$ cat src/rtl/regfile_wb_arbiter.sv
// Write-port arbiter and read-forwarding controller for a 32x32 register file.
// Two writeback requesters (req0 = ALU, req1 = load) share the single write
// port round-robin. The winning write is registered into an output stage that
// drives the register file, and reads are forwarded from that stage.
module regfile_wb_arbiter #(
    parameter int AW                 = 5,
    parameter int DW                 = 32,
    parameter bit ZERO_REG_HARDWIRED = 1'b1
) (
    input  logic          clk,
    input  logic          reset,
    input  logic          hold,
    input  logic          req0_valid,
    input  logic [AW-1:0] req0_addr,
    input  logic [DW-1:0] req0_data,
    output logic          req0_ready,
    input  logic          req1_valid,
    input  logic [AW-1:0] req1_addr,
    input  logic [DW-1:0] req1_data,
    output logic          req1_ready,
    output logic          rf_we,
    output logic [AW-1:0] rf_a3,
    output logic [DW-1:0] rf_wd,
    input  logic [AW-1:0] rd_a1,
    input  logic [AW-1:0] rd_a2,
    input  logic [DW-1:0] rf_rd1,
    input  logic [DW-1:0] rf_rd2,
    output logic [DW-1:0] rd1,
    output logic [DW-1:0] rd2
);

    // 1 = requester 1 won the most recent transfer, so requester 0 wins next conflict
    logic          last_grant_reg;
    logic          rf_we_reg;
    logic [AW-1:0] rf_a3_reg;
    logic [DW-1:0] rf_wd_reg;

    logic          grant0;
    logic          grant1;
    logic          xfer;
    logic [AW-1:0] win_addr;
    logic [DW-1:0] win_data;
    logic          win_is_zero;

    // Round-robin grant from the current cycle's valids; stall and reset block it
    always_comb begin
        grant0 = 1'b0;
        grant1 = 1'b0;
        if (!reset && !hold) begin
            if (req0_valid && req1_valid) begin
                grant0 = last_grant_reg;
                grant1 = !last_grant_reg;
            end else begin
                grant0 = req0_valid;
                grant1 = req1_valid;
            end
        end
    end

    // A grant is only ever issued to a valid requester, so grant implies transfer
    assign xfer        = grant0 | grant1;
    assign win_addr    = grant1 ? req1_addr : req0_addr;
    assign win_data    = grant1 ? req1_data : req0_data;
    assign win_is_zero = ZERO_REG_HARDWIRED && (win_addr == '0);

    assign req0_ready = grant0;
    assign req1_ready = grant1;

    // Output stage: capture the winning write, retire it after one cycle
    always_ff @(posedge clk) begin
        if (reset) begin
            last_grant_reg <= 1'b1;
            rf_we_reg      <= 1'b0;
            rf_a3_reg      <= '0;
            rf_wd_reg      <= '0;
        end else if (xfer) begin
            last_grant_reg <= grant1;
            rf_a3_reg      <= win_addr;
            rf_wd_reg      <= win_data;
            rf_we_reg      <= !win_is_zero;
        end else begin
            rf_we_reg      <= 1'b0;
        end
    end

    assign rf_we = rf_we_reg;
    assign rf_a3 = rf_a3_reg;
    assign rf_wd = rf_wd_reg;

    // Forwarding: the write in the output stage is not yet in the array, so
    // a matching read takes the staged data instead of the array output
    logic [AW-1:0] rd_addr [2];
    logic [DW-1:0] rd_raw  [2];
    logic [DW-1:0] rd_fwd  [2];

    assign rd_addr[0] = rd_a1;
    assign rd_addr[1] = rd_a2;
    assign rd_raw[0]  = rf_rd1;
    assign rd_raw[1]  = rf_rd2;

    generate
        for (genvar gi = 0; gi < 2; gi++) begin : g_fwd
            assign rd_fwd[gi] = (rf_we_reg && (rf_a3_reg == rd_addr[gi])) ? rf_wd_reg : rd_raw[gi];
        end
    endgenerate

    assign rd1 = rd_fwd[0];
    assign rd2 = rd_fwd[1];

endmodule

$ cat config.mk
export PLATFORM = sky130hd
export DESIGN_NAME = regfile_wb_arbiter
export DESIGN_NICKNAME = d
export VERILOG_FILES = /design/src/rtl/regfile_wb_arbiter.sv
export SDC_FILE = /design/constraint.sdc
export NUM_CORES = 1
export LEC_CHECK = 0
export BUFFER_PORTS_ARGS = -buffer_cell sky130_fd_sc_hd__buf_4
export CAP_MARGIN = 20
export CORE_MARGIN = 3
export CORE_UTILIZATION = 30
export CTS_CLUSTER_DIAMETER = 30
export CTS_CLUSTER_SIZE = 28
export DETAILED_ROUTE_END_ITERATION = 8
export GPL_TIMING_DRIVEN = 0
export PLACE_DENSITY = 0.71
export SYNTH_ARGS = -nofsm -noshare
export SYNTH_HDL_FRONTEND = slang
export SYNTH_SLANG_ARGS = --single-unit
$ cat constraint.sdc
create_clock -name clk -period 2.2 [get_ports clk]
set_input_delay 0.33 -clock clk [delete_from_list [all_inputs] [get_ports clk]]
set_output_delay 0.33 -clock clk [all_outputs]
set_load 0.05 [all_outputs]
==> reports/results.txt <==
Status - finished, violations left
Failing checks - setup timing
Hold path depth - 2
DRC Markers - 0
Cts bufs inserted - 5
HP Class - input port to register
Final worst-path cycle share - 111%
Die ar. - 10900 um2
DR WL/cell - 17.8 um
Maximum vdd drop - 0.257 mV
Clk slew on worst S/H paths - 0.07 ns
Final-report hold violation count - 0
Final setup vio count - 64
Total power - 0.00243 W
Pin count of the biggest net entering global routing - 11
Yosys top cell area share - 31.1%
Most frequent cells in the layout - buf_4, nand2_1, mux2_4
Share of layout cells above drive strength 1 - 61.8%
Num rows - 35
Synth Area in Compound Gates - 12.1%
CTS tree - yes
Simple-gate portion of the synthesized area - 17.2%
Highest routed layer - met4
Synthesized netlist cell count - 308
GRT Total Usage - 21.4%
Internal power - 0.00149 W
Buffers added on ports - 256
Max reg flops - 32
First-pass GRT wire length - 18.9 mm
Io pins - 257
Number of DRC markers in iteration 0 - 118
Die width - 104 um
Die Ht - 104 um
Clock power share - 18.7%
Post-synthesis xor/xnor area fraction - 3.02%
Sw Ratio - 38.5%
Logic pwr share - 48.1%
Diode count - 0
Routed length on met2 - 6.90 mm
# H-tree levels - 2
DR pass1 iterations - 4
Clk_lat worst skew - 0.29 ns
Synth Cell Area - 2900 um2
R2R cell count - 6
Yosys top cell by area - mux2_4
Crit path kind - register to output port
Top area cells in the synthesized netlist - mux2_4, dfxtp_1, a311oi_1, nand2_1, nor2_1
CTS Buffer Depth - 2
Minimum clock period - 2.45 ns
Core area - 9330 um2
Critical Path AT - 2.12 ns
Fmax - 409 MHz
Reg power frac - 33.2%
Worst relative slew slack - 65.2%
MaxCap Viol Count - 0
Most common cell after layout, fill and taps aside - buf_4
Seq cells post-synth - 39
Met1 WL - 4.84 mm
Worst slew pin tran - 0.523 ns
Layout net count - 738
Crit path launch type - register
Antenna Nets Post-Route - 0
Starting density of the core - 31.1%
Setup Skew - 0.00517 ns
CTS root buffer - clkbuf_8
Critical Path RT - 1.87 ns
DR WL met3 - 750 um
Syn Nets - 461
Mux cell area share after synthesis - 32.7%
Yosys warns - 0
Vias per cell - 4.88
Clk sinks - 39
WL final - 12.7 mm
Initial antenna violation count - 0
GPL Wtd Cong - 0.802
Leakage - 2.71 nW
Dpl hpwl - 9.57 mm
GR Overflow Total - 0
RSZ-0062 raised after global routing - yes
Average cell area after synthesis - 9.40 um2
Via count - 3483
Largest family of logic cells by synthesized area - multiplexers
Sequential share of the synthesized area - 27.0%
PwrDens - 433 nW/um2
Worst Path Max Fanout - 8
Slew Viols, Final - 0
Final core occ - 60.1%
Crit. End Element - output port
Unique masters post-synth - 23
Vias in the first global route - 3606
Area share of fa/ha/maj cells after synthesis - 0%
NetSw - 0.000934 W
Final WS setup - -0.245 ns
Area Growth Syn to Fin - 93.6%
==> Yosys cell counts <==
cell,n
nand2_1,75
mux2_4,60
nor2_1,40
dfxtp_1,39
a311oi_1,37
buf_2,9
clkbuf_1,8
xor2_1,8
buf_12,6
mux2_2,4
and3_1,3
buf_1,3
buf_6,2
nand2b_1,2
nand3_1,2
nor4_1,2
xnor2_1,2
a221o_1,1
inv_1,1
nor3_1,1
o21a_1,1
o311a_1,1
or4_1,1
==> critical path, cell delays in order, from the launching register on <==
cell and delay (ns):
dfxtp_4 0.35, xor2_1 0.14, nor4_1 0.29, and3_1 0.26
buf_12 0.17, clkbuf_16 0.17, mux2_4 0.30, buf_6 0.15
==> routing by layer <==
layer	global-route usage, %	vias up
li1	-	1644
met5	0	-
met1	24.6	1665
met3	3.97	15
met4	5.22	0
met2	40.6	159
==> path summary, 6_finish.rpt <==
path / from / endpoint / slack [ns]
setup reg to reg: last_grant_reg$_SDFFE_PP1P_ / rf_wd[2]$_SDFFE_PP0P_ / 0.48
hold / removal: req1_valid / last_grant_reg$_SDFFE_PP1P_ / 0.30
setup / recovery: rf_a3[0]$_SDFFE_PP0P_ / rd1[22] / -0.25
hold reg to reg: rf_wd[21]$_SDFFE_PP0P_ / rf_wd[21]$_SDFFE_PP0P_ / 0.54
==> power by group through the flow <==
| stage | Clock [W] | Combinational [W] | Sequential, W |
|---|---|---|---|
| final | 0.000453 | 0.00117 | 0.000805 |
| after global routing | 0.000493 | 0.00122 | 0.000813 |
| after CTS | 0.000462 | 0.00116 | 0.000804 |
| after detailed placement | 0 | 0.00108 | 0.000825 |
| after global placement | 0 | 0.00106 | 0.000822 |
| after floorplan | 0 | 0.000500 | 0.000965 |
==> cells by family after synthesis <==
logic type,count (synthesis)
flops,39
simple gates,126
compound gates,40
buf+inv,29
mux,64
xor+xnor,10
==> per-stage QoR <==
step	setup TNS [ns]	worst slack (ns)	cells	hold WS (ns)	instance area, um2
after global placement	-0.280	-0.0278	693	0.515	4980
after CTS	-12.11	-0.253	711	0.294	5480
final	-12.07	-0.245	713	0.300	5610
after detailed placement	-1.23	-0.0604	693	0.525	4980
after floorplan	0	0.0864	308	0.469	2900
after global routing	-17.57	-0.302	713	0.310	5610
==> timing repair <==
item / CTS / global route
setup buffers: 11 / 0
endpoints found under the setup margin: 64 / 64
gates resized for setup: 79 / 18
pin swaps: 5 / 3
hold buffers: 0 / 0
cloned: 2 / 4
==> area by class of cell <==
class / instances / area (um2)
Buffer: 26 / 206
Clock buffer: 6 / 72.6
Fill cell: 806 / 3720
Inverter: 1 / 3.75
Multi-Input combinational cell: 240 / 1900
Sequential cell: 39 / 795
Tap cell: 129 / 161
Timing Repair Buffer: 272 / 2470
Note: power is estimated with default switching activity, not from simulation.
